`config.mk`:
```
export PLATFORM = sky130hd
export DESIGN_NAME = mem_arbiter
export DESIGN_NICKNAME = d
export VERILOG_FILES = /design/src/rtl/mem_arbiter.sv
export SDC_FILE = /design/constraint.sdc
export NUM_CORES = 1
export LEC_CHECK = 0
export CORE_AREA = 10 10 637 639
export DETAILED_ROUTE_END_ITERATION = 6
export DIE_AREA = 0 0 647 649
export GPL_TIMING_DRIVEN = 1
export SLEW_MARGIN = 20
export SYNTH_ARGS = -nofsm -noshare
export SYNTH_HDL_FRONTEND = slang
export SYNTH_SLANG_ARGS = --single-unit
export TNS_END_PERCENT = 50
```
`constraint.sdc`:
```
create_clock -name clk_i -period 1.8 [get_ports clk_i]
set_input_delay 0.18 -clock clk_i [delete_from_list [all_inputs] [get_ports clk_i]]
set_output_delay 0.18 -clock clk_i [all_outputs]
set_load 0.05 [all_outputs]
```
`src/rtl/mem_arbiter.sv`:
```
// rtl/mem_arbiter.sv - two-port (icache/dcache) line memory arbiter
// Requests are latched at grant; memory side is driven only from latched state.
module mem_arbiter #(
  parameter int FIXED_PRIO = 0
) (
  input  logic         clk_i,
  input  logic         rst_i,
  input  logic         m0_enable_i,
  input  logic         m0_write_i,
  input  logic [31:0]  m0_addr_i,
  input  logic [255:0] m0_data_i,
  output logic [255:0] m0_data_o,
  output logic         m0_ack_o,
  input  logic         m1_enable_i,
  input  logic         m1_write_i,
  input  logic [31:0]  m1_addr_i,
  input  logic [255:0] m1_data_i,
  output logic [255:0] m1_data_o,
  output logic         m1_ack_o,
  output logic         mem_enable_o,
  output logic         mem_write_o,
  output logic [31:0]  mem_addr_o,
  output logic [255:0] mem_data_o,
  input  logic [255:0] mem_data_i,
  input  logic         mem_ack_i
);

  typedef enum logic [1:0] {IDLE, BUSY, GAP} state_t;

  state_t       state_q, state_d;
  logic         grant_q;
  logic         last_grant_q;
  logic         wr_q;
  logic [31:0]  addr_q;
  logic [255:0] data_q;
  logic         sel;
  logic         take;

  // sel: 0 = port 0, 1 = port 1; on a tie round-robin favours the port not granted last
  always_comb begin
    sel = m1_enable_i;
    if (m0_enable_i && m1_enable_i) begin
      sel = (FIXED_PRIO != 0) ? 1'b0 : ~last_grant_q;
    end
  end

  always_ff @(posedge clk_i or negedge rst_i) begin
    if (!rst_i) begin
      state_q <= IDLE;
    end else begin
      state_q <= state_d;
    end
  end

  always_comb begin
    state_d      = state_q;
    take         = 1'b0;
    mem_enable_o = 1'b0;
    mem_write_o  = 1'b0;
    m0_ack_o     = 1'b0;
    m1_ack_o     = 1'b0;
    case (state_q)
      IDLE: begin
        if (m0_enable_i || m1_enable_i) begin
          take    = 1'b1;
          state_d = BUSY;
        end
      end
      BUSY: begin
        mem_enable_o = 1'b1;
        mem_write_o  = wr_q;
        if (mem_ack_i) begin
          m0_ack_o = ~grant_q;
          m1_ack_o = grant_q;
          state_d  = GAP;
        end
      end
      GAP: begin
        state_d = IDLE;
      end
      default: begin
        state_d = IDLE;
      end
    endcase
  end

  // Last grant resets to port 1 so that port 0 wins the first tie
  always_ff @(posedge clk_i or negedge rst_i) begin
    if (!rst_i) begin
      grant_q      <= 1'b0;
      last_grant_q <= 1'b1;
      wr_q         <= 1'b0;
      addr_q       <= '0;
      data_q       <= '0;
    end else if (take) begin
      grant_q      <= sel;
      last_grant_q <= sel;
      wr_q         <= sel ? m1_write_i : m0_write_i;
      addr_q       <= sel ? m1_addr_i : m0_addr_i;
      data_q       <= sel ? m1_data_i : m0_data_i;
    end
  end

  assign mem_addr_o = addr_q;
  assign mem_data_o = data_q;
  assign m0_data_o  = mem_data_i;
  assign m1_data_o  = mem_data_i;

endmodule

```
After elaboration in Yosys (flattened, before gate mapping)
Index checks and enable logic that the tools add are counted.

operators by class
  equal/unequal tests = 3
  mux-type cells = 15
  bitwise operators = 2
  reductions and logical operators = 4

operators by type and width
  kind                                                              number
  256-bit two-way mux                                               1
  32-bit two-way mux                                                1
  1-bit two-way mux                                                 10
  2-bit two-way mux                                                 2
  2-bit != test (second input constant)                             2
  2-bit case mux with 2 select lines                                1
  2-bit by 1-bit == test with 1-bit output (second input constant)  1
  2-bit logical NOT                                                 1
  1-bit inverter                                                    2
  2-bit AND reduction                                               1
  1-bit logical AND                                                 1
  1-bit logical OR                                                  1

word-level totals
  bits in registers = 293
  input bits = 839
  output and inout bits = 804
  word-level logic and storage cells = 30

Logic depth before layout (Yosys ltp)
Gate-level depths: netlist of run 1.

  word-level depth = 3
  depth in mapped cells = 6
  mapped depth without buffers = 3

Least setup slack after synthesis of run 1
OpenSTA, ideal clock, no wires.

  path kind = reg2out
  start = register state_q[1]
  end = output port m0_ack_o
  data arrival time = 2.134 ns
  data required time = 1.620 ns
  slack = -0.514 ns
  stages on the path, launching flop included = 4
  path buffers = 0
  path through = dfrtp_1 nor2b_1 and2_1 nor2b_1

on the way
  word-level cells in the longest chain between the ends = 2

ends and longest elaborated chain
  what                                      line  RTL
  start, declared                           30    state_t state_q, state_d;
  start signal, assigned                    51    state_q <= state_d;
  2-bit by 1-bit == test with 1-bit output  62    case (state_q)
  1-bit two-way mux                         62
  end, declared                             13    output logic m0_ack_o,

Every way passes these cells.

Final worst setup path of run 1
  start = register last_grant_q
  end = register data_q[128] (netlist: mem_data_o[128])

on the way
  word-level cells in the longest chain between the ends = 3

ends and longest elaborated chain
  what                    line  RTL
  start, declared         32    logic last_grant_q;
  start signal, assigned  97    last_grant_q <= sel;
  1-bit inverter          43    sel = (FIXED_PRIO != 0) ? 1'b0 : ~last_grant_q;
  1-bit two-way mux       42    if (m0_enable_i && m1_enable_i) begin
  256-bit two-way mux     100   data_q <= sel ? m1_data_i : m0_data_i;
  end signal, assigned    100
  end, declared           35    logic [255:0] data_q;

Every way passes these cells.
A chain may end at the register's enable or synchronous reset.

==> results summary, run 1 <==
The overall routed net length is between 200 and 300 mm. The largest fanout of any net on the critical path is 7. The later-pin clock latency in the skew report is 0.73 ns. The root buffer cell chosen for the clock tree is sky130_fd_sc_hd__clkbuf_16. The number of clock sinks is ~290. The path class of the tightest hold or removal check is input pin to flop. At the pin with the least slew margin, the transition time is 0.501 ns.

The final critical-path setup slack is -0.208 ns. The clock-pin slew on the worst setup and hold paths is about 0.060 ns. For the worst setup path, the data required time is 2.39 ns.

The smallest clock period supported by the final layout is computed as around 2 ns. The die height came out at roughly 650 µm. The count of filler cells inserted in the layout is between 40000 and 50000.

The achievable frequency is around 0.5 GHz. The checks that failed: setup timing. The fraction of layout instances using a drive strength above 1 came out at 0.550. For this run, the number of Yosys warnings is 0.

In the routed design, unresolved DRC markers number 0. In this run the cell area of the synthesized design comes to ~18000 µm². The area growth from synthesis to layout is 89.9%.

The portion of netlist area occupied by mux cells came out at 0.359. The maximum single-stage delay on the critical path is 0.53 ns. The final hold violation count came out at 0. The initialized floorplan defines 230 standard-cell rows. Detailed routing inserted a total of ~15000 vias. By area the synthesized netlist is led by sky130_fd_sc_hd__dfrtp_1 (40%), sky130_fd_sc_hd__mux2_2 (30%), sky130_fd_sc_hd__buf_4 (21%). The final setup violation count is 290. The maximum number of pins on one net before global-route repair came out at 55. In the final layout, flip-flops and latches occupy around 7300 µm². The nature of the critical path startpoint is a flop. In this run the register-to-register setup slack is -0.21 ns.

The share of the synthesized area in the top cell type is 0.403. The initial antenna violation count came out at approximately 200. The area share of fa/ha/maj cells after synthesis is 0. The via count of the first global-routing pass is ~15000. The source of the critical timing path is last_grant_q. The pre-antenna-repair detailed-routing pass consisted of 5 iterations. The global-route usage over all layers is 0.130. The design draws 0.0646 W. After legalization and detailed placement, the total HPWL measured between 200 and 300 mm.

After technology mapping, the gate count stands at roughly 1500. The weighted congestion reported at the end of routability-driven placement is approximately 0.77. The compound-cell area share of the yosys netlist came out at 0.00214.

The aggregate global routing overflow is 0. Among all flip-flop cells after synthesis, the most frequent one is sky130_fd_sc_hd__dfrtp_1. The number of different library cells in the post-synthesis netlist came out at 19.

The number of max-capacitance violations reported came out at 0. The largest total area in the synthesized netlist belongs to sky130_fd_sc_hd__dfrtp_1. The initial detailed-routing violation count came out at 766.

The post-synthesis simple-gate area fraction came out at 0.00221. Walking the worst path, the cells encountered are a21bo_4 > buf_12 > buf_12 > clkbuf_16 > buf_16 > mux2_4 > mux2_2. Using the TritonRoute via totals, the vias-per-cell ratio works out to 2.04. The critical path ends at mem_data_o[128].

The endpoint of the worst-slack reg-to-reg timing path is mem_data_o[128]. The TritonCTS clock tree is done. The worst hold margin came out at 0.133 ns. The total CTS buffers came out at 46. The area of the multi-input gates is 7580 µm². The detailed-route wire length per cell came out at between 30 and 40 µm. The power per cell area came out at roughly 1900 nW/µm². The synthesized flop and latch total came out at around 290. The average instance in the mapped netlist occupies roughly 12 µm². After synthesis, the most frequently instantiated cells are sky130_fd_sc_hd__buf_4 (512), sky130_fd_sc_hd__mux2_2 (479), sky130_fd_sc_hd__dfrtp_1 (292), sky130_fd_sc_hd__mux2_1 (99), sky130_fd_sc_hd__buf_2 (40).

In this run the remaining antenna-violating nets after routing total 0. The reg-to-reg critical path startpoint is last_grant_q. By instance count, the cell type seen most on the critical path is sky130_fd_sc_hd__buf_12. The number of nets in the synthesized netlist came out at 2300. The leakage power of the design came out at 13.0 nW. The largest family of logic cells by synthesized area is multiplexers. The xor and xnor area share after synthesis came out at 0. The share of the Yosys chip area taken by registers is 0.404. The area of the die is 420000 µm². The slowest stage of the critical path belongs to the cell sky130_fd_sc_hd__dfstp_2. The synthesized design contains 0 enable-type register cells. The maximum resistive drop on vdd came out at roughly 1.2 mV. The share of synthesized flip-flops with an asynchronous set or reset is 1.00. The core region is roughly 390000 µm². The count of input and output buffers is slightly below 900. The data arrival time of the worst path came out at 2.60 ns. The first-pass GRT wire length came out at approximately 320 mm.

The H-tree generated during clock tree synthesis spans 2 levels. The relative slew slack is 0.666. Yosys instantiated no cell more often than sky130_fd_sc_hd__buf_4. The critical path is of the flop to flop type. The depth of the worst register-to-register path is 7.

During I/O placement, the number of pins put on the boundary was ~1600. Setup repair after global routing could not meet its margin everywhere. For this configuration, the core starts out at a cell density of 0.0463. Across the routed clock network, the largest skew measured is 0.0281 ns. The share of the cycle needed by the critical path after routing is 1.12. In this run the horizontal extent of the chip is about 650 µm. The final net count is roughly 2800. The flow ran to the end, but the final reports show violations. The final number of max-transition violations is 0. STA classifies the critical path endpoint as a flop. The deepest clock path buffer count is 3.
[routing by layer]
layer	vias up	track usage	share of wire
met2	1739	0.210	0.45
met3	474	0.139	0.23
met4	95	0.0225	0.026
met5	-	0.0111	0.0041
met1	6926	0.111	0.29
li1	5508	-	-
[power breakdown]
part           internal (W)  leakage [nW]  switching (W)  total, W
sequential           0.0100          3.42        0.00240    0.0124
combinational        0.0153          8.85         0.0272    0.0425
clock               0.00528         0.743        0.00433   0.00961
[worst min path at each step]
| stage | start | to | slack (ns) | depth (start not counted) |
|---|---|---|---|---|
| after floorplan | rst_i | grant_q | -0.12 | 0 |
| after global placement | rst_i | mem_data_o[59] | 0.09 | 1 |
| after detailed placement | rst_i | mem_data_o[66] | 0.08 | 1 |
| after CTS | mem_ack_i | state_q[0] | 0.02 | 2 |
| after global routing | rst_i | mem_data_o[107] | 0.1 | 3 |
| final | mem_ack_i | state_q[0] | 0.13 | 2 |
[cell families (layout without fill, tap and decap cells)]
kind of cell,Yosys count,after routing
muxes,578,578
and+or+nand+nor,7,7
buffers and inverters,577,1104
AOI/OAI and AO/OA,6,6
DFF,293,293
other,0,15
[through the flow]
stage | cell area [µm²] | worst slack, ns | std cells | setup TNS [ns] | util
after global routing | 34400 | -0.251 | 7217 | -48.66 | 0.0879
after CTS | 33500 | -0.267 | 7197 | -42.87 | 0.0855
after global placement | 30200 | -0.722 | 7056 | -190.51 | 0.0770
after floorplan | 18200 | -0.0329 | 1461 | -4.68 | -
final | 34500 | -0.208 | 7223 | -38.08 | 0.0879
after detailed placement | 30200 | -0.730 | 7056 | -193.25 | 0.0770
[layout make-up]
cell class,count,share of cell area
inverters,1,0.000109
clock inverters,20,0.00614
repair buffers,1022,0.332
clock buffers,61,0.0379
multi-input cells,591,0.220
well taps,5220,0.190
flip-flops and latches,293,0.213
diodes,15,0.00109
[cell usage in the layout, fill, tap and decap left out, types with 2 or more instances in the layout]
cell,count
sky130_fd_sc_hd__inv_6,4
sky130_fd_sc_hd__clkbuf_8,10
sky130_fd_sc_hd__clkbuf_1,5
sky130_fd_sc_hd__clkdlybuf4s50_1,581
sky130_fd_sc_hd__clkbuf_16,57
sky130_fd_sc_hd__clkinv_8,2
sky130_fd_sc_hd__buf_6,14
sky130_fd_sc_hd__buf_8,10
sky130_fd_sc_hd__mux2_4,257
sky130_fd_sc_hd__buf_12,95
sky130_fd_sc_hd__mux2_1,6
sky130_fd_sc_hd__buf_4,245
sky130_fd_sc_hd__diode_2,15
sky130_fd_sc_hd__clkinv_4,5
sky130_fd_sc_hd__clkdlybuf4s15_2,28
sky130_fd_sc_hd__mux2_2,315
sky130_fd_sc_hd__clkinv_2,5
sky130_fd_sc_hd__clkinvlp_4,2
sky130_fd_sc_hd__buf_16,32
sky130_fd_sc_hd__dfrtp_1,292
sky130_fd_sc_hd__bufbuf_16,3
[critical path: cells and delay by family (launching register included)]
family / cells / cell delay, ns
mux: 2 / 0.59
compound gates: 1 / 0.17
flops: 1 / 0.53
buf+inv: 4 / 0.57
[flip-flops by register name, summed over array words and instances, names as in the netlist]
| signal | flops |
|---|---|
| mem_addr_o | 32 |
| wr_q | 1 |
| grant_q | 1 |
| state_q | 2 |
| last_grant_q | 1 |
| mem_data_o | 256 |
[repair_timing]
item | in CTS | in global routing
endpoints found under the hold margin | 293 | 0
buffers inserted | 33 | 6
resized for setup | 247 | 207
gates cloned | 25 | 12
pin swaps | 1 | 0
endpoints found under the setup margin | 300 | 294
hold buffers | 2 | 0
(Power assumes the default switching activity.)
==> inputs of run 2 (changes only) <==
Settings changed: GPL_TIMING_DRIVEN 1 to 0, PLACE_DENSITY from default to 0.3.
==> results summary, run 2 (same netlist as run 1, synthesis figures left out) <==
By instance count, the cell type seen most on the critical path is sky130_fd_sc_hd__buf_12. The deepest clock path buffer count came out at 3. The final number of max-transition violations came to 0. The later-pin clock latency in the skew report came out at around 0.7 ns. After the last flow step, the layout net total stands at about 3800.

The total overflow left after global routing is 0. The worst setup path is of the flop to flop kind. For this design the total switching power over the nets is approximately 0.035 W.

The depth of the worst register-to-register path came out at 8. In the global route stage, overall resource usage came out at 0.102. The placed instances occupy a cell area of 38600 µm². Setup slack on the worst reg-to-reg path comes out at -0.42 ns. The number of flip-flops under the largest register name is roughly 260. The total core area is slightly below 400000 µm².

The total CTS buffers came out at 50. The multi-input combinational cells in the finished layout cover a total of just under 8000 µm². The maximum resistive drop on vdd is around 1.1 mV. The final cell count without fillers came out at around 8300.

The via-per-instance ratio came out at roughly 2.1. The final critical delay including setup and external delays came out at approximately 2.2 ns. The power share of the combinational group came out at 0.652. The completed layout was analyzed and its total power is approximately 0.065 W. Detailed placement finished with a half-perimeter wire length of around 200 mm.

The worst register-to-register path begins at last_grant_q. The overall routed net length is about 230 mm. For the pin with the worst max-slew slack, the measured transition is between 0.9 and 1 ns. Summing over every cut layer, the via total after detailed routing is 17200. Compared with the post-synthesis result, the final layout area differs by 137%. Adding up every negative setup slack in the final design gives -104.66 ns. The count of input and output buffers came out at approximately 1400. The final setup violation count is 368. The sequential cell area came out at between 7000 and 8000 µm².

The count of filler cells inserted in the layout is approximately 45000. The data arrival time of the worst path came out at approximately 2.8 ns. The design area is about 43000 µm².

The leakage power of the design came out at between 15 and 20 nW. The signal on the critical path passes through a21bo_4 > buf_12 > buf_16 > buf_12 > buf_12 > buf_12 > mux2_4 > mux2_2. Measured against its own limit, the worst slew margin works out to 0.355. The maximum clock skew at final layout is 0.0581 ns. Of the total power, the clock network draws 0.163.

The detailed-route wire length per cell came out at ~27 µm. The final antenna-violating net count is 0. The die height came out at approximately 650 µm. The worst register-to-register path ends at mem_data_o[216]. In the layout the commonest cells are sky130_fd_sc_hd__clkdlybuf4s50_1 (1122), sky130_fd_sc_hd__buf_4 (562), sky130_fd_sc_hd__mux2_4 (315). Row generation in the floorplan step produced between 200 and 250 rows. The weighted congestion reported at the end of routability-driven placement is a little under 0.9. Data on the critical path is required at its endpoint by 2.35 ns. Leaving out fill and tap cells, the most frequent cell in the layout is sky130_fd_sc_hd__clkdlybuf4s50_1.

The die covers approximately 420000 µm². The buffer cell driving the clock tree root is sky130_fd_sc_hd__clkbuf_16. The power per cell area came out at 1520 nW/µm². For hold timing, the worst endpoint is mem_data_o[18].

The worst hold path belongs to the class input pin to flop. The number of cells in the design after placement is about 8000. The internal power of the cells totals 0.0303 W.

Entering global routing, the biggest net connects between 70 and 80 pins. The fraction of layout instances using a drive strength above 1 is 0.492. TritonCTS built the clock tree. The flow ran to the end, but the final reports show violations. The initial antenna violation count came to 44. The fraction of power consumed by sequential logic came out at 0.185. The clock tree synthesis step divided the H-tree into 2 levels. The checks that failed: setup timing.

The achievable frequency is 0.450 GHz. The number of top-level pins came out at 1643. The effective utilization at floorplan came out at 0.0463. The critical-path cell with the highest stage delay is sky130_fd_sc_hd__dfstp_2. In this design, the stage delay of the slowest critical-path cell is approximately 0.55 ns. The number of clock sinks is ~290. Along the worst path, the maximum fanout reaches 5. The via count of the first global-routing pass is 18700.

The clock-pin slew on the worst setup and hold paths is approximately 0.060 ns. Setup repair after global routing could not meet its margin everywhere. The remaining routing DRC violations came out at 0.

The final critical-path setup slack is -0.423 ns. The worst setup path is launched from a flop. The detailed router finished its first iteration with 812 violations. The final hold violation count came out at 0. Of the available clock period, the critical path in the final layout requires 1.24. Of the total power, the share spent switching nets is 0.537. The number of search-and-repair iterations in the first detailed-routing pass came out at 4. The first global-routing pass estimated roughly 270 mm of wire. The worst-case setup slack after placement came out at -1.61 ns. The number of max-capacitance violations reported is 0. The horizontal extent of the die came out at around 650 µm. The number of instances on the worst hold path is 3.

The worst setup path is captured at a flop. The worst hold path begins at m0_data_i[18].
==> run 2: critical path: cells and delay by family, from the launching register on <==
kind | cells | cell delay (ns)
multiplexers | 2 | 0.58
AO/OA/AOI/OAI | 1 | 0.20
buffers and inverters | 5 | 0.67
flip-flops | 1 | 0.55
==> run 2: routing by layer <==
layer	wire, µm	global-route usage
met5	41	0
met1	83100	0.109
met3	21300	0.0406
met2	119000	0.191
met4	3280	0.0160
==> run 2: timing repair <==
item / in CTS / in global routing
hold endpoints to repair: 162 / 0
gates cloned: 22 / 4
hold buffers: 6 / 0
pin swaps: 1 / 2
gates resized for setup: 895 / 379
buffers inserted: 37 / 17
endpoints found under the setup margin: 583 / 514
==> run 2: area by class of cell <==
class,count,share of cell area
antenna,19,0.00110
buffer,573,0.111
clock buffer,76,0.0351
clock inverter,15,0.00590
inverter,1,0.0000872
multi-input combinational,591,0.181
sequential,293,0.170
tap,5220,0.152
timing repair buffer,1468,0.344
==> run 2: per-stage QoR <==
stage | utilization | hold WS (ns)
after floorplan | - | -0.116
after global placement | 0.0984 | 0.489
after detailed placement | 0.0986 | 0.0686
after CTS | 0.109 | 0.0800
after global routing | 0.110 | 0.160
final | 0.110 | 0.210
==> run 2: worst max path at each step <==
| stage | startpoint | endpoint |
|---|---|---|
| floorplan | last_grant_q | mem_addr_o[22] |
| global placement | rst_i | mem_data_o[205] |
| detailed placement | m0_enable_i | mem_data_o[113] |
| CTS | last_grant_q | mem_data_o[197] |
| global route | last_grant_q | mem_data_o[174] |
| finish | last_grant_q | mem_data_o[216] |
==> run 2: power groups by stage <==
stage                     logic [W]  registers, W  clock network (W)
after global routing         0.0454        0.0125             0.0115
after detailed placement     0.0434        0.0122                  0
after floorplan              0.0101        0.0235                  0
after CTS                    0.0451        0.0121             0.0115
final                        0.0427        0.0121             0.0107
after global placement       0.0436        0.0122                  0
